File: src/rtl/axis_h2c_byte_unpacker.sv
// Unpacks tkeep-qualified H2C AXI-Stream beats into a registered 1-byte/cycle stream,
// with beat/byte counters and a sticky flag for empty terminating beats.
module axis_h2c_byte_unpacker #(
    parameter int DATA_WIDTH  = 64,
    parameter int COUNT_WIDTH = 32
) (
    input  logic                    AXI_clock,
    input  logic                    AXI_reset,
    input  logic [DATA_WIDTH-1:0]   AXIS_H2C_tdata,
    input  logic [DATA_WIDTH/8-1:0] AXIS_H2C_tkeep,
    input  logic                    AXIS_H2C_tlast,
    input  logic                    AXIS_H2C_tvalid,
    output logic                    AXIS_H2C_tready,
    output logic [7:0]              byte_data,
    output logic                    byte_valid,
    input  logic                    byte_ready,
    output logic                    byte_last,
    input  logic                    count_clear,
    output logic [COUNT_WIDTH-1:0]  byte_count,
    output logic [COUNT_WIDTH-1:0]  beat_count,
    output logic                    empty_last
);
    localparam int KEEP_WIDTH = DATA_WIDTH / 8;
    localparam int IDX_WIDTH  = (KEEP_WIDTH > 1) ? $clog2(KEEP_WIDTH) : 1;

    logic [DATA_WIDTH-1:0] data_r, data_s;
    logic [KEEP_WIDTH-1:0] rem_r, rem_s, low_s, rem_after_s;
    logic                  last_r, last_s;
    logic                  pop_s, accept_s, ready_s, single_s, empty_set_s;
    logic [IDX_WIDTH-1:0]  idx_s;

    // Next holding-buffer contents and the lowest lane to present next cycle
    always_comb begin
        pop_s       = byte_valid & byte_ready;
        low_s       = rem_r & (~rem_r + KEEP_WIDTH'(1));
        rem_after_s = pop_s ? (rem_r & ~low_s) : rem_r;
        // rem_r tracks lanes not yet handshaked, including the one on byte_data
        ready_s     = ~AXI_reset & ((rem_r == {KEEP_WIDTH{1'b0}}) |
                                    (pop_s & (rem_after_s == {KEEP_WIDTH{1'b0}})));
        accept_s    = AXIS_H2C_tvalid & ready_s;
        empty_set_s = accept_s & AXIS_H2C_tlast & (AXIS_H2C_tkeep == {KEEP_WIDTH{1'b0}});
        if (accept_s) begin
            data_s = AXIS_H2C_tdata;
            rem_s  = AXIS_H2C_tkeep;
            last_s = AXIS_H2C_tlast;
        end else begin
            data_s = data_r;
            rem_s  = rem_after_s;
            last_s = last_r;
        end
        single_s = (rem_s != {KEEP_WIDTH{1'b0}}) &&
                   ((rem_s & (rem_s - KEEP_WIDTH'(1))) == {KEEP_WIDTH{1'b0}});
        idx_s = {IDX_WIDTH{1'b0}};
        for (int i = KEEP_WIDTH - 1; i >= 0; i--) begin
            if (rem_s[i]) begin
                idx_s = IDX_WIDTH'(i);
            end else begin
                idx_s = idx_s;
            end
        end
    end

    assign AXIS_H2C_tready = ready_s;

    // Holding buffer and registered byte output
    always_ff @(posedge AXI_clock or posedge AXI_reset) begin
        if (AXI_reset) begin
            data_r     <= {DATA_WIDTH{1'b0}};
            rem_r      <= {KEEP_WIDTH{1'b0}};
            last_r     <= 1'b0;
            byte_valid <= 1'b0;
            byte_data  <= 8'h00;
            byte_last  <= 1'b0;
        end else begin
            data_r     <= data_s;
            rem_r      <= rem_s;
            last_r     <= last_s;
            byte_valid <= (rem_s != {KEEP_WIDTH{1'b0}});
            byte_data  <= data_s[{idx_s, 3'b000} +: 8];
            byte_last  <= last_s & single_s;
        end
    end

    // Status counters; an increment in the clear cycle lands on the cleared value
    always_ff @(posedge AXI_clock or posedge AXI_reset) begin
        if (AXI_reset) begin
            byte_count <= {COUNT_WIDTH{1'b0}};
            beat_count <= {COUNT_WIDTH{1'b0}};
            empty_last <= 1'b0;
        end else begin
            byte_count <= (count_clear ? {COUNT_WIDTH{1'b0}} : byte_count) + COUNT_WIDTH'(pop_s);
            beat_count <= (count_clear ? {COUNT_WIDTH{1'b0}} : beat_count) + COUNT_WIDTH'(accept_s);
            empty_last <= (count_clear ? 1'b0 : empty_last) | empty_set_s;
        end
    end
endmodule

File: config.mk
export PLATFORM = sky130hd
export DESIGN_NAME = axis_h2c_byte_unpacker
export DESIGN_NICKNAME = d
export VERILOG_FILES = /design/src/rtl/axis_h2c_byte_unpacker.sv
export SDC_FILE = /design/constraint.sdc
export NUM_CORES = 1
export LEC_CHECK = 0
export ABC_AREA = 0
export CORE_ASPECT_RATIO = 1.2
export CORE_UTILIZATION = 46
export CTS_CLUSTER_DIAMETER = 100
export CTS_CLUSTER_SIZE = 16
export DETAILED_ROUTE_END_ITERATION = 8
export PLACE_DENSITY_LB_ADDON = 0.05
export SLEW_MARGIN = 20
export SYNTH_ARGS = -nofsm -noshare
export SYNTH_HDL_FRONTEND = slang
export SYNTH_SLANG_ARGS = --single-unit
File: constraint.sdc
create_clock -name AXI_clock -period 4.8 [get_ports AXI_clock]
set_clock_uncertainty 0.05 [all_clocks]
set_input_delay 0.48 -clock AXI_clock [delete_from_list [all_inputs] [get_ports AXI_clock]]
set_output_delay 0.48 -clock AXI_clock [all_outputs]
set_load 0.05 [all_outputs]
======== Word-level counts from Yosys, hierarchy flattened ========
Cells that the tools add are included.
storage, ports and cells
  flip-flop bits (word level) ............. 148
  output and inout port bits .............. 76
  word-level logic and storage cells ...... 50
operators by class
  $add $sub $neg .......................... 4
  shift operators ......................... 1
  mux-type cells .......................... 15
  bitwise logic cells ..................... 15
  reductions and logical operators ........ 6
operators by type and width
  operator             number
  $add 32x1->32        2
  $mux 32              2
  $mux 64              1
  $shiftx 64x7->8      1
  $logic_not 8->1      4
  $and 8x8->8          3
  $mux 3               8
  $mux 8               2
  $not 8->8            2
  $add 8x1->8 const B  1
  $reduce_bool 8->1    1
  $sub 8x1->8 const B  1
  $and 1x1->1          7
  $mux 1               2
  $or 1x1->1           2
  $logic_and 1x1->1    1
  $not 1->1            1

======== Depth between registers and ports, before layout ========
Gate-level depths: netlist of run 1.
  depth after elaboration ................. 21
  gate-level depth with buffers ........... 19
  mapped depth without buffers ............ 17

======== Worst setup path before layout of run 1 ========
No wires, ideal clock.
  kind .................................... input -> register
  start ................................... input AXI_reset
  end ..................................... register byte_data[6]
  setup time .............................. 0.140 ns
  data arrival time ....................... 5.550 ns
  data required time ...................... 4.610 ns
  slack ................................... -0.941 ns
  cell stages on the path ................. 9
  path buffers ............................ 1
  cells stage by stage .................... inv_1 -> nand2_1 -> o41ai_4 -> a21oi_1 -> o21bai_4 -> and2_4 -> buf_4 -> a211o_1 -> o2111ai_1
on the way
  elaborated cells on any way between the ends .. 14
  classes of those cells .................. 1 x shift; 10 x mux; 3 x bitwise
RTL lines
  element               line  RTL
  start, declared       8     input logic AXI_reset,
  $not 1->1             38    ready_s = ~AXI_reset & ((rem_r == {KEEP_WIDTH{1'b0}}) |
  $and 1x1->1           38
  $and 1x1->1           40    accept_s = AXIS_H2C_tvalid & ready_s;
  $mux 8                42    if (accept_s) begin
  named net rem_s[2]    27    logic [KEEP_WIDTH-1:0] rem_r, rem_s, low_s, rem_after_s;
  $mux 3 (3 in series)  55    if (rem_s[i]) begin
  $shiftx 64x7->8       79    byte_data <= data_s[{idx_s, 3'b000} +: 8];
  end signal, assigned  79
  end, declared         14    output logic [7:0] byte_data,
The timed path passes the listed nets, and every way through them passes these cells.

======== Worst setup path in the final report of run 1 ========
  start ................................... input byte_ready
  end ..................................... register beat_count[28]
on the way
  longest elaborated chain between the ends .. 8
ends and longest elaborated chain
  element               line  RTL
  start, declared       16    input logic byte_ready,
  $and 1x1->1 *         34    pop_s = byte_valid & byte_ready;
  $mux 8                36    rem_after_s = pop_s ? (rem_r & ~low_s) : rem_r;
  $logic_not 8->1       39    (pop_s & (rem_after_s == {KEEP_WIDTH{1'b0}})));
  $and 1x1->1 *         39
  $or 1x1->1 *          38
  $and 1x1->1 *         38
  $and 1x1->1 *         40
  $add 32x1->32 *       92    beat_count <= (count_clear ? {COUNT_WIDTH{1'b0}} : beat_count) + COUNT_WIDTH'(accept_s);
  end signal, assigned  88    beat_count <= {COUNT_WIDTH{1'b0}};
  end signal, assigned  92
  end, declared         20    output logic [COUNT_WIDTH-1:0] beat_count,
Mark *: on every way between the ends. The rest lies on a longest branch, timed or not.

==> results.json, run 1 <==
{
  "die_width_um": 116,
  "antenna_left": 0,
  "core_um2": 15100,
  "async_flop_share": 1.00,
  "crit_slowest_cell": "clkdlybuf4s50_1",
  "wirelength_mm": 17.6,
  "yosys-top-cells-count": "nand2_1, dfrtp_1, nor2_1",
  "dp_hpwl_mm": 12.4,
  "grt_start_max_net_pins": 149,
  "setup_tns_ns": 0,
  "synth_top_cells_by_area": "dfrtp_1, nand2_1, xor2_1, xnor2_1, nor2_1",
  "antenna_found_initial": 0,
  "synth_nets": 846,
  "hold_ws_ns": 0.293,
  "slew_violations": 0,
  "setup_slack_ns": 0.931,
  "cts_made_buffers": 17,
  "dp_cells": 1098,
  "start_util": 0.475,
  "max_freq_mhz": 258,
  "relSlewSlack": 0.449,
  "cp_max_fo": 9,
  "cap_violations": 0,
  "numPortBuffers": 153,
  "ctsResizeCount": 0,
  "antenna_cells": 0,
  "path_clk_slew_ns": 0.06,
  "area_growth_pct": 32.2,
  "std_cell_rows": 49,
  "critPathMaxStageDelay_ns": 0.50,
  "die_y_um": 139,
  "clk_path_buf_depth": 2,
  "worstPathRequired_ns": 5.09,
  "insertion_delay_ns": 0.42,
  "yosysMostFrequentCell": "nand2_1",
  "vias_per_cell": 5.23,
  "grt_overflow": 0,
  "power_density_nw_per_um2": 573,
  "place_ws_ns": 0.490,
  "post_cts_buffers": 0,
  "grt_pass1_vias": 6036,
  "drt_iter0_drc": 323,
  "cts_tree": "done",
  "finalNetCount": 995,
  "synth_edf_count": 0,
  "cts_max_level": 4,
  "post-route-period-util": 0.806,
  "seq_area_um2": 3700,
  "setup_viol": 0,
  "dieArea_um2": 16100,
  "wl_per_cell_um": 15.6,
  "arrival_ns": 4.16,
  "finalHoldViolCount": 0,
  "synth_top_area_frac": 0.515,
  "hp-class": "input pin to register",
  "multiInputGateArea_um2": 3260,
  "cts.sinks": 148,
  "vdd_ir_drop_max_mv": 0.396,
  "netlist_instances": 764,
  "drtPass1Iterations": 5,
  "holdBufCountCts": 0,
  "fillers": 1338,
  "tightest_slew_ns": 0.826,
  "p_leak_nw": 4.25,
  "grt_usage": 0.234,
  "vias": 5904,
  "worstSetupEndpointType": "register",
  "synth_area_um2": 7190,
  "cts_root_buf": "clkbuf_16",
  "drive_gt1_frac": 0.0692,
  "yosysUniqueCellTypes": 65,
  "rsz0062_at_grt": "no",
  "io_pins": 154,
  "synth_top_area_cell": "dfrtp_1",
  "synth_seq_area_share": 0.515,
  "fin_crit_ns": 3.87,
  "critPathKind": "input pin to register",
  "outcome": "finished clean",
  "fin_util": 0.628,
  "gp_congestion": 0.838,
  "avgSynthCellArea_um2": 9.41,
  "grt_pass1_wl_mm": 29.2,
  "yosysWarnings": 0,
  "path_cells": "clkdlybuf4s50_1 -> nand4bb_1 -> nor2_2 -> a21o_2 -> nand3_4 -> inv_2 -> ha_1 -> ha_1 -> nand3_1 -> nor2_1 -> and3_1 -> and2_1 -> nand2_1 -> nor2_1 -> nand3_1 -> or3_1 -> a21oi_1",
  "yosys_most_used_dff": "dfrtp_1",
  "synth-seq-cells": 148,
  "final_cells": 1129,
  "drc_errors": 0,
  "crit_path_start_kind": "input pin"
}
==> worst paths after layout <==
| path | from | endpoint | slack, ns | depth (start not counted) |
|---|---|---|---|---|
| max | byte_ready | beat_count[28] | 0.93 | 17 |
| min | count_clear | byte_count[27] | 0.29 | 2 |
| max reg2reg | rem_r[1] | beat_count[28] | 0.95 | 16 |
| min reg2reg | data_r[0] | data_r[0] | 0.42 | 2 |
| max in group asynchronous | AXI_reset | data_r[35] | 3.47 | 3 |
| min in group asynchronous | AXI_reset | byte_count[0] | 0.69 | 3 |
==> cell type report <==
type / count / area share
sequential: 148 / 0.390
clock buffer: 24 / 0.0539
inverter: 20 / 0.00829
tap: 204 / 0.0269
multi-input combinational: 565 / 0.343
clock inverter: 7 / 0.0100
timing repair buffer: 161 / 0.168
==> metal layers <==
metal,GRT usage,wire length [um]
met5,0,0
met4,0.0682,218
met3,0.0538,709
met2,0.409,9190
met1,0.283,7500
==> logic make-up after synthesis <==
kind of cell,Yosys count,share of synthesized area
fa+ha+maj,6,0.00992
simple gates,383,0.248
mux,9,0.0127
compound gates,122,0.128
xor+xnor,45,0.0548
buf+inv,51,0.0315
flops,148,0.515
==> cells in the final DEF (no fill, tap or decap), drive strengths merged, types with 14 or more instances in the layout <==
cell type	instances
o2111ai	16
or3	16
and2	18
a21oi	30
dfrtp	148
nor2	44
xnor2	19
inv	19
o21ai	30
clkbuf	24
xor2	26
nand3	19
nor2b	18
clkdlybuf4s50	152
nand2	216
nand4	14
==> metrics by stage <==
step | area (um2) | total power, mW
after global routing | 9500 | 5.80
after global placement | 8900 | 4.07
after detailed placement | 8900 | 4.12
after CTS | 9500 | 5.49
final | 9500 | 5.44
after floorplan | 7190 | 3.52
==> registers in the layout (all words and copies together) (netlist names) <==
signal and count:
empty_last 1, byte_valid 1, beat_count 32, byte_last 1, byte_data 8, byte_count 32
rem_r 8, data_r 64, last_r 1
==> where the power goes <==
group	internal [mW]	total (mW)	switching, mW
clock network	0.845	1.34	0.496
logic	0.866	2.37	1.50
registers	1.59	1.73	0.143
total	3.30	5.44	2.14
==> critical path: cells and delay by family <==
family          cells  cell delay (ns)
compound gates      2             0.33
fa+ha+maj           2             0.41
buf+inv             2             0.59
simple gates       11             2.34
Note: power is estimated with default switching activity, not from simulation.
==> inputs of run 2 (changes only) <==
CORE_UTILIZATION = 51   (was 46)
clock period = 3.7 ns   (was 4.8 ns; I/O delays follow)
==> results.json, run 2 (same netlist as run 1, synthesis figures left out) <==
{
  "place_ws_ns": 0.0224,
  "crit_slowest_cell": "dfrtp_1",
  "p_leak_nw": 4.32,
  "drive_gt1_frac": 0.0871,
  "grt_pass1_vias": 6185,
  "crit_buf_inv": 1,
  "hp-class": "input pin to register",
  "clk_path_buf_depth": 2,
  "die_y_um": 132,
  "final_area_um2": 9580,
  "cts_root_buf": "clkbuf_16",
  "gp_congestion": 0.828,
  "core_um2": 13800,
  "numPortBuffers": 153,
  "placed_area_um2": 8950,
  "max_freq_mhz": 298,
  "io_pins": 154,
  "tightest_slew_ns": 0.873,
  "slew_violations": 0,
  "dp_cells": 1078,
  "path_clk_slew_ns": 0.06,
  "antenna_cells": 0,
  "outcome": "finished clean",
  "vias": 6098,
  "dp_hpwl_mm": 13.1,
  "min_path_cells": 2,
  "finalNetCount": 1010,
  "cts_tree": "done",
  "largest_register": "data_r",
  "wl_per_cell_um": 16.5,
  "hold_ws_ns": 0.332,
  "setup_slack_ns": 0.347,
  "area_growth_pct": 33.3,
  "worstPathRequired_ns": 3.99,
  "start_util": 0.522,
  "grt_usage": 0.266,
  "final_common_cell": "nand2_1",
  "dieArea_um2": 14600,
  "finalHoldViolCount": 0,
  "worstSetupEndpointType": "register",
  "post-route-period-util": 0.906,
  "final_cells": 1112,
  "final_cell_mix": "nand2_1, clkdlybuf4s50_1, dfrtp_1",
  "wirelength_mm": 18.3,
  "relSlewSlack": 0.418,
  "vdd_ir_drop_max_mv": 0.458,
  "critPathMaxStageDelay_ns": 0.49,
  "cts.sinks": 148,
  "cts_made_buffers": 17,
  "power_density_nw_per_um2": 751,
  "grt_overflow": 0,
  "fillers": 1084,
  "grt_pass1_wl_mm": 30.1,
  "r2r_cells": 16,
  "std_cell_rows": 47,
  "vias_per_cell": 5.48,
  "arrival_ns": 3.64,
  "fin_util": 0.696,
  "crit_family": "simple AND/OR/NAND/NOR gates",
  "largest_register_ffs": 64,
  "seq_area_um2": 3700,
  "die_width_um": 110,
  "drc_errors": 0,
  "insertion_delay_ns": 0.41,
  "largest_registers": "data_r: 64 flops, beat_count: 32 flops, byte_count: 32 flops",
  "total_power_mw": 7.19,
  "drt_iter0_drc": 346,
  "rsz0062_at_grt": "no",
  "cp.depth": 16,
  "fin_crit_ns": 3.35,
  "setup_viol": 0,
  "setup_tns_ns": 0,
  "cap_violations": 0,
  "crit_path_start_kind": "register",
  "antenna_left": 0,
  "antenna_found_initial": 0,
  "multiInputGateArea_um2": 3270,
  "path_cells": "maj3_2 -> nor2_2 -> a21o_2 -> nand3_4 -> inv_2 -> ha_1 -> ha_1 -> nand3_1 -> nor2_1 -> and3_1 -> and2_1 -> nand2_1 -> nor2_1 -> nand3_2 -> or3_1 -> a21oi_1",
  "grt_start_max_net_pins": 85,
  "cp_max_fo": 9,
  "critPathKind": "register to register",
  "drtPass1Iterations": 5,
  "cts_max_level": 4
}
## run 2: changes by cell type in the layout (fill, tap and decap cells not counted), sizes merged
| cell | before | now |
|---|---|---|
| bufinv | 2 | 3 |
| clkinv | 4 | 3 |
| clkbuf | 24 | 21 |
| inv | 19 | 21 |
| buf | 9 | 24 |
| clkinvlp | 2 | 4 |
## run 2: what timing repair did
action | in CTS | in global routing
buffers inserted | 0 | 2
resized for setup | 0 | 1
hold buffers | 0 | 0
endpoints found under the setup margin | 0 | 3
## run 2: report_power, final
group	switching [mW]	internal [mW]	leakage [nW]	total, mW
Clock	0.669	1.10	0.290	1.77
Combinational	1.96	1.22	2.08	3.18
Sequential	0.186	2.06	1.95	2.25
## run 2: worst paths after layout
kind,slack (ns),to,startpoint
setup / recovery,0.35,beat_count[30],rem_r[3]
hold / removal,0.33,byte_count[22],count_clear
hold reg to reg,0.42,data_r[32],data_r[32]
max in group asynchronous,1.69,data_r[47],AXI_reset
setup reg to reg,0.35,beat_count[30],rem_r[3]
min in group asynchronous,0.65,byte_count[3],AXI_reset
## run 2: final cells by class
type                       count  share of cell area
sequential                   148               0.387
timing repair buffer         176               0.178
multi-input combinational    565               0.342
clock inverter                11              0.0155
inverter                      20             0.00823
clock buffer                  21              0.0481
tap                          171              0.0223
## run 2: worst reg2reg max path, delay by kind of cell, from the launching register on
family	cells	cell delay, ns
simple gates	10	1.55
fa+ha+maj	3	0.79
flops	1	0.49
compound gates	2	0.32
buf+inv	1	0.08
## run 2: routing by layer
| metal | up-vias | GRT usage | part of all wire |
|---|---|---|---|
| met4 | 0 | 0.105 | 0.022 |
| met1 | 2976 | 0.338 | 0.42 |
| li1 | 2931 | - | - |
| met2 | 162 | 0.449 | 0.52 |
| met5 | - | 0 | 0 |
| met3 | 29 | 0.0420 | 0.039 |
==> inputs of run 3 (changes only) <==
CORE_MARGIN = 1.5   (was default)
REMOVE_ABC_BUFFERS = 1   (was default)
==> results.json, run 3 (same netlist as run 1, synthesis figures left out) <==
{
  "holdBufCountCts": 0,
  "slew_violations": 0,
  "finalNetCount": 1011,
  "antenna_cells": 0,
  "reg2reg_slack_ns": 0.30,
  "dp_hpwl_mm": 12.6,
  "finalHoldViolCount": 0,
  "dp_cells": 1079,
  "grt_pass1_vias": 6249,
  "final_common_cell": "nand2_1",
  "dieArea_um2": 14800,
  "die_y_um": 133,
  "io_pins": 154,
  "std_cell_rows": 47,
  "fin_crit_ns": 3.40,
  "setup_viol": 0,
  "startpoint": "rem_r[3]",
  "cts_root_buf": "clkbuf_16",
  "final_cells": 1111,
  "crit_path_start_kind": "register",
  "grt_pass1_wl_mm": 30.1,
  "vdd_ir_drop_max_mv": 0.559,
  "wl_per_cell_um": 16.0,
  "hp-class": "input pin to register",
  "final_cell_mix": "nand2_1, clkdlybuf4s50_1, dfrtp_1",
  "vias_per_cell": 5.47,
  "cp_max_fo": 9,
  "critPathKind": "register to register",
  "worstSetupEndpointType": "register",
  "rr_startpoint": "rem_r[3]",
  "total_power_mw": 7.23,
  "grt_start_max_net_pins": 82,
  "tightest_slew_ns": 0.869,
  "grt_overflow": 0,
  "fillers": 1108,
  "worstPathRequired_ns": 3.99,
  "antenna_found_initial": 0,
  "max_freq_mhz": 294,
  "critPathMaxStageDelay_ns": 0.49,
  "placed_area_um2": 8960,
  "power_density_nw_per_um2": 755,
  "cap_violations": 0,
  "largest_register": "data_r",
  "relSlewSlack": 0.421,
  "core_um2": 13800,
  "drtPass1Iterations": 5,
  "cts_made_buffers": 17,
  "start_util": 0.522,
  "insertion_delay_ns": 0.42,
  "arrival_ns": 3.69,
  "cts.sinks": 148,
  "clk_path_buf_depth": 2,
  "area_growth_pct": 33.2,
  "vias": 6081,
  "outcome": "finished clean",
  "largest_register_ffs": 64,
  "gp_congestion": 0.834,
  "cts_tree": "done",
  "numPortBuffers": 153,
  "die_width_um": 111,
  "p_leak_nw": 4.32,
  "timing.rr.end": "beat_count[28]",
  "grt_usage": 0.253,
  "wirelength_mm": 17.8,
  "rsz0062_at_grt": "no",
  "largest_registers": "data_r: 64 flops, beat_count: 32 flops, byte_count: 32 flops",
  "cts_max_level": 4,
  "final_area_um2": 9570,
  "crit_slowest_cell": "dfrtp_1",
  "post-route-period-util": 0.919,
  "endpoint": "beat_count[28]",
  "path_cells": "maj3_2 -> nor2_2 -> a21o_2 -> nand3_4 -> inv_2 -> ha_1 -> ha_1 -> nand3_1 -> nor2_1 -> and3_1 -> and2_1 -> nand2_1 -> nor2_1 -> nand3_2 -> or3_1 -> a21oi_1",
  "fin_util": 0.696,
  "drc_errors": 0,
  "drt_iter0_drc": 440,
  "path_clk_slew_ns": 0.06,
  "drive_gt1_frac": 0.0851,
  "antenna_left": 0,
  "r2r_cells": 16
}
[run 3: how the worst min path moves through the flow]
| stage | startpoint | to | slack (ns) | cells after the start |
|---|---|---|---|---|
| after floorplan | count_clear | beat_count[26] | 0.38 | 1 |
| after global placement | data_r[36] | data_r[36] | 0.40 | 2 |
| after detailed placement | data_r[1] | data_r[1] | 0.41 | 2 |
| after CTS | count_clear | byte_count[10] | 0.35 | 2 |
| after global routing | count_clear | beat_count[23] | 0.37 | 2 |
| final | count_clear | byte_count[10] | 0.36 | 2 |
[run 3: power by group]
part           switching (mW)  internal [mW]  total (mW)
registers               0.184           2.06        2.25
clock network           0.645           1.08        1.73
logic                    1.97           1.29        3.26
total                    2.80           4.44        7.23
[run 3: what timing repair did]
action / in CTS / in global routing
hold endpoints to repair: 0 / 0
resized for setup: 0 / 1
setup endpoints to repair: 0 / 3
buffers inserted: 0 / 2
[run 3: critical path: cells and delay by family (launching register included)]
kind            cells  cell delay [ns]
fa+ha+maj           3             0.76
flops               1             0.49
simple gates       10             1.58
compound gates      2             0.33
buf+inv             1             0.10
[run 3: final cells by class]
| type | instances | area (um2) | area share |
|---|---|---|---|
| clock buffer | 20 | 457 | 0.0477 |
| clock inverter | 10 | 133 | 0.0139 |
| tap | 171 | 214 | 0.0223 |
| inverter | 20 | 80.1 | 0.00836 |
| timing repair buffer | 177 | 1720 | 0.180 |
| multi-input combinational | 565 | 3260 | 0.341 |
| sequential | 148 | 3700 | 0.387 |
[run 3: per-layer routing]
metal  part of all wire  wire [um]  vias to the layer above  GRT usage
met1               0.42       7470                     2974      0.309
met3              0.039        695                       20     0.0522
met5                  0          0                        -          0
met2               0.53       9340                      161      0.449
li1                   -          -                     2926          -
met4              0.014        255                        0     0.0830
[run 3: metrics by stage]
| step | hold WS, ns | TNS (ns) | worst slack, ns |
|---|---|---|---|
| floorplan | 0.383 | -137.18 | -2.15 |
| global placement | 0.403 | 0 | 0.0894 |
| detailed placement | 0.407 | -0.0390 | -0.0390 |
| CTS | 0.345 | 0 | 0.222 |
| global route | 0.371 | 0 | 0.0181 |
| finish | 0.356 | 0 | 0.299 |
==> patch 1 (flow settings as in run 1) <==
Put one more register stage on the output `byte_count`. The value now appears one clock later. The other outputs are not delayed to match.
--- a/src/rtl/axis_h2c_byte_unpacker.sv
+++ b/src/rtl/axis_h2c_byte_unpacker.sv
@@ -22,6 +22,8 @@
 );
     localparam int KEEP_WIDTH = DATA_WIDTH / 8;
     localparam int IDX_WIDTH  = (KEEP_WIDTH > 1) ? $clog2(KEEP_WIDTH) : 1;
+
+    logic [COUNT_WIDTH-1:0] byte_count_s0;
 
     logic [DATA_WIDTH-1:0] data_r, data_s;
     logic [KEEP_WIDTH-1:0] rem_r, rem_s, low_s, rem_after_s;
@@ -84,14 +86,18 @@
     // Status counters; an increment in the clear cycle lands on the cleared value
     always_ff @(posedge AXI_clock or posedge AXI_reset) begin
         if (AXI_reset) begin
-            byte_count <= {COUNT_WIDTH{1'b0}};
+            byte_count_s0 <= {COUNT_WIDTH{1'b0}};
             beat_count <= {COUNT_WIDTH{1'b0}};
             empty_last <= 1'b0;
         end else begin
-            byte_count <= (count_clear ? {COUNT_WIDTH{1'b0}} : byte_count) + COUNT_WIDTH'(pop_s);
+            byte_count_s0 <= (count_clear ? {COUNT_WIDTH{1'b0}} : byte_count_s0) + COUNT_WIDTH'(pop_s);
             beat_count <= (count_clear ? {COUNT_WIDTH{1'b0}} : beat_count) + COUNT_WIDTH'(accept_s);
             empty_last <= (count_clear ? 1'b0 : empty_last) | empty_set_s;
         end
     end
+    always_ff @(posedge AXI_clock) begin
+        byte_count <= byte_count_s0;
+    end
+
 endmodule
 
Behaviour: not the same (Yosys sat finds a counterexample within 4 cycles, from zero or initial values and one cycle with AXI_reset high).
==> patch 1 against run 1 <==
Sequential power is 16% higher. Die area rose by 8.8%. Power increased by 1.9%. Sequential cell count is 32 higher. Wire length rose by 5.1%. Synthesized cell count increased by 6.9%. Synthesized area is 8.9% higher. Cell area is 6.6% higher. Setup slack got worse by 0.21 ns.
==> patch 1: results (changes against run 1) <==
| Metric | Value |
|---|---|
| Min Hold Slack | 0.314 ns (+0.0201 ns) |
| Critical path fanouts, max | 7 (-2) |
| Post-DP HPWL | 13.3 mm (+7.4%) |
| GR Layer Usage met1 | 0.269 (-0.0143) |
| Total GRT Usage | 0.222 (-0.0116) |
| Worst Tran Pin Value | 0.822 ns (-0.00418 ns) |
| Met3 Resource Use GR | 0.0507 (-0.00305) |
| Worst path max stage delay | 0.66 ns (+0.16 ns) |
| Initial antenna violation count | 0 (unchanged) |
| Worst hold endpoint | byte_count[0] |
| Vias per cell | 5.27 (+0.80%) |
| Start point of the critical path | byte_ready |
| FF-to-FF End | beat_count[30] |
| Post-synthesis xor/xnor area fraction | 0.0458 (-0.00897) |
| Yosys warning total | 0 (unchanged) |
| Share of cells above drive strength 1 | 0.0637 (-0.00553) |
| Leak pwr | 4.44 nW (+4.5%) |
| Mux cell area share after synthesis | 0.00511 (-0.00759) |
| Adder-cell share of the synthesized area | 0.00783 (-0.00209) |
| Initial drt markers | 413 (+28%) |
| Commonest cells in the netlist | 237 x nand2_1, 148 x dfrtp_1, 49 x nor2_1 |
| GRT met2 Usage | 0.378 (-0.0317) |
| Slowest cell on crit path | or4b_1 |
| Flop2flop setup slack | 0.78 ns (-0.17 ns) |
| Hold Startpoint | byte_count_s0[0] |
| Count of cell types in the netlist | 71 (+9.2%) |
| Mean post-synth cell area | 9.59 um2 (+1.9%) |
| Clk_lat worst skew | 0.43 ns |
| Async S/R FF share, synth | 0.822 (-0.178) |
| Compound-gate portion of the synthesized area | 0.110 (-0.0172) |
| CP arrival | 4.38 ns (+0.22 ns) |
| Largest net degree at the start of global routing | 87 (-42%) |
| First-pass GRT wire length | 30.7 mm (+5.1%) |
| Register area share after synthesis | 0.555 (+0.0395) |
| Cell total after placement | 1154 (+5.1%) |
| Final nets | 1043 (+4.8%) |
| Syn nets | 899 (+6.3%) |
| Setup Fix Bufs, Post-CTS | 0 (unchanged) |
| FILL cells | 1416 (+5.8%) |
| Type of the most critical hold path | flip-flop to flip-flop |
| Maximum VDD drop | 0.282 mV (-29%) |
| DRT Wirelength | 18.5 mm (+5.1%) |
| Area contributors post-synth | dfrtp_1 47%, nand2_1 11%, dfxtp_1 8.2% |
| Clk buf depth | 2 (unchanged) |
| R2R Path Start | rem_r[2] |
| Worst r2r path cells | 15 (-1) |
| Outcome | complete, no violations |
| Largest register FFs | 64 (unchanged) |
| GPL Wtd Cong | 0.866 (+3.3%) |
| WHS Path Cells | 0 (-2) |
-- patch 1: cell type report --
type                       count  area share
clock inverter                12      0.0137
timing repair buffer         163       0.158
multi-input combinational    581       0.319
tap                          212      0.0262
inverter                      18     0.00704
clock buffer                  20      0.0472
sequential                   180       0.429
-- patch 1: power by group --
part	leakage (nW)	switching (mW)	internal (mW)
Combinational	1.94	1.30	0.811
Sequential	2.20	0.148	1.86
Clock	0.305	0.595	0.835
Total	4.44	2.05	3.50
-- patch 1: layer usage --
metal  wire length, um  vias up
li1                  -     3044
met1              7800     3004
met2              9440      172
met3               847       32
met4               429        0
met5                 0        -
-- patch 1: metrics by stage --
| step | area, um2 | total power [mW] | setup WS [ns] |
|---|---|---|---|
| after floorplan | 7840 | 3.63 | 0.353 |
| after global placement | 9510 | 4.10 | 0.531 |
| after detailed placement | 9510 | 4.16 | 0.335 |
| after CTS | 10100 | 5.60 | 0.762 |
| after global routing | 10100 | 5.91 | 0.355 |
| final | 10100 | 5.55 | 0.717 |
==> patch 2 (config.mk and constraints of run 1) <==
Made on the original files. Set the parameter `COUNT_WIDTH` to 64 (it was 32).
--- a/src/rtl/axis_h2c_byte_unpacker.sv
+++ b/src/rtl/axis_h2c_byte_unpacker.sv
@@ -2,7 +2,7 @@
 // with beat/byte counters and a sticky flag for empty terminating beats.
 module axis_h2c_byte_unpacker #(
     parameter int DATA_WIDTH  = 64,
-    parameter int COUNT_WIDTH = 32
+    parameter int COUNT_WIDTH = 64
 ) (
     input  logic                    AXI_clock,
     input  logic                    AXI_reset,
Ports: changed (resized beat_count and byte_count); port bits go from 154 to 218. The function was not compared with the original's and may differ.
==> patch 2 against run 1 <==
Maximum frequency down 11%. Setup slack lost 0.47 ns. Synthesized area grew 47%. Wire length is 44% higher. Cell area rose by 42%. Global-route usage shrank 1.2 points. Non-clock buffer count rose by 73. Sequential cell count is 64 higher. Clock power fell by 7%. Utilization fell by 2.8 points. Cell count up 35%. Sequential share of layout area grew 0.32 points. Power rose by 13%. Largest cell class unchanged.
==> patch 2: results (changes against run 1) <==
| Metric | Value |
|---|---|
| Sw frac | 0.364 (-0.0295) |
| Outcome | complete, no violations |
| Commonest cells in the netlist | 212 x dfrtp_1, 100 x nor2_1, 93 x nand2_1 |
| DRT Wirelength | 25.4 mm (+44%) |
| Flop2flop setup slack | 0.46 ns (-0.49 ns) |
| Clk buf depth | 3 (+1) |
| Adder-cell share of the synthesized area | 0.00946 (-0.000457) |
| Yosys warning total | 0 (unchanged) |
| Ant diodes | 0 (unchanged) |
| Vias | 8156 (+38%) |
| Share of cells above drive strength 1 | 0.0829 (+0.0137) |
| Syn nets | 1111 (+31%) |
| CTS root buf | clkbuf_16 |
| Largest regs | beat_count x64, byte_count x64, data_r x64 |
| Async S/R FF share, synth | 1.00 (unchanged) |
| Largest net degree at the start of global routing | 147 (-1.3%) |
| Compound-gate portion of the synthesized area | 0.0679 (-0.0597) |
| Vias in the first global route | 8132 (+35%) |
| Area contributors post-synth | dfrtp_1 50%, mux2_2 5.3%, xor2_1 4.4% |
| H-tree depth | 1 (-3) |
| Total GRT Usage | 0.222 (-0.0121) |
| Cts hold-fix bufs | 0 (unchanged) |
| Hold Startpoint | count_clear |
| Critical path fanouts, max | 9 (unchanged) |
| FILL cells | 1940 (+45%) |
| Maximum VDD drop | 0.410 mV (+3.7%) |
| Relative slew slack | 0.387 (-0.0626) |
| Worst r2r path cells | 15 (-1) |
| Worst Setup End Kind | flip-flop |
| Initial drt markers | 329 (+1.9%) |
| Mux cell area share after synthesis | 0.0856 (+0.0729) |
| Clock-pin slew on the worst setup and hold paths | 0.07 ns |
| First-pass DRT Iterations | 4 (-1) |
| Critical Path Start Type | flip-flop |
| First-pass GRT wire length | 42.2 mm (+45%) |
| Post-DP HPWL | 18.4 mm (+48%) |
| Clk_lat worst skew | 0.48 ns (+0.06 ns) |
| Register area share after synthesis | 0.502 (-0.0136) |
| R2R Path Start | rem_r[0] |
| Count of cell types in the netlist | 68 (+4.6%) |
| Final nets | 1325 (+33%) |
| PortBufs | 217 (+42%) |
| Leak pwr | 5.64 nW (+33%) |
| FF-to-FF End | beat_count[62] |
| Top FF cell, synth | dfrtp_1 |
| Initial antenna violation count | 0 (unchanged) |
| Type of the most critical hold path | primary input to flip-flop |
| Num CTS Buffers | 17 (unchanged) |
| GPL Wtd Cong | 0.882 (+5.2%) |
| Post-synthesis xor/xnor area fraction | 0.0861 (+0.0313) |
| CP arrival | 4.65 ns (+0.49 ns) |
-- patch 2: cell count changes after synthesis, sizes merged, moves of 17 or more --
cell	before	now
mux2i	8	26
dfrtp	148	212
nor2	44	100
xor2	26	53
nand2	216	93
nand3	19	45
xnor2	19	51
mux2	1	57
nor2b	18	50
nand4	14	38
and3	4	21
-- patch 2: logic make-up (layout without fill, tap and decap cells) --
kind of cell               after synthesis  after routing
buffers and inverters                   71            284
DFF                                    212            212
AOI/OAI and AO/OA                       98             98
xor gates and xnor gates               104            104
and+or+nand+nor                        452            452
muxes                                   83             83
adders and majority gates                9              9
-- patch 2: worst max-delay path: stages (launching register included) --
cell       delay [ns]
dfrtp_1          0.47
nand4bb_1        0.43
a2111oi_4        0.41
o22a_1           0.24
nand2_2          0.06
inv_1            0.13
ha_1             0.24
ha_1             0.20
nand4b_1         0.15
nor3_2           0.23
and4_1           0.31
and2b_1          0.27
and3_1           0.23
nand2_1          0.13
nor4_1           0.30
mux2_1           0.35
-- patch 2: power groups by stage --
stage          logic (mW)  clock network [mW]  registers (mW)
6_report             2.61                1.25            2.30
2_1_floorplan        1.85                   0            2.47
3_3_place_gp         2.62                   0            2.32
3_5_place_dp         2.63                   0            2.33
4_1_cts              2.64                1.31            2.30
5_1_grt              2.84                1.37            2.33
-- patch 2: through the flow --
stage / util / instances / setup slack [ns] / setup TNS (ns) / cell area, um2
detailed placement: 0.580 / 1503 / -0.0536 / -0.0536 / 13100
global placement: 0.580 / 1503 / 0.123 / 0 / 13100
CTS: 0.599 / 1521 / 0.300 / 0 / 13500
global route: 0.600 / 1521 / 0.0339 / 0 / 13500
floorplan: - / 1029 / -0.765 / -5.45 / 10600
finish: 0.600 / 1521 / 0.462 / 0 / 13500
-- patch 2: repair_timing --
item | CTS | global route
setup buffers | 0 | 0
setup endpoints to repair | 0 | 1
resized for setup | 0 | 1
-- patch 2: area by class of cell --
cell class / count / share of cell area
inverters: 32 / 0.00917
clock buffers: 17 / 0.0315
flip-flops and latches: 212 / 0.393
multi-input cells: 746 / 0.368
well taps: 279 / 0.0259
repair buffers: 234 / 0.171
clock inverters: 1 / 0.00120
-- patch 2: worst min path at each step --
stage                     cells after the start  slack (ns)              to
after floorplan                               2        0.40      data_r[39]
after global placement                        2        0.42      data_r[26]
after detailed placement                      1        0.43      data_r[29]
after CTS                                     2        0.40   byte_count[4]
after global routing                          2        0.42  beat_count[15]
final                                         2        0.41   byte_count[4]
-- patch 2: routing by layer --
metal / wire length [um] / GRT usage / vias to the layer above / part of all wire
met5: 0 / 0 / - / 0
met4: 619 / 0.0635 / 0 / 0.024
met2: 12300 / 0.375 / 195 / 0.48
met1: 10900 / 0.285 / 3944 / 0.43
li1: - / - / 3982 / -
met3: 1580 / 0.0489 / 35 / 0.062
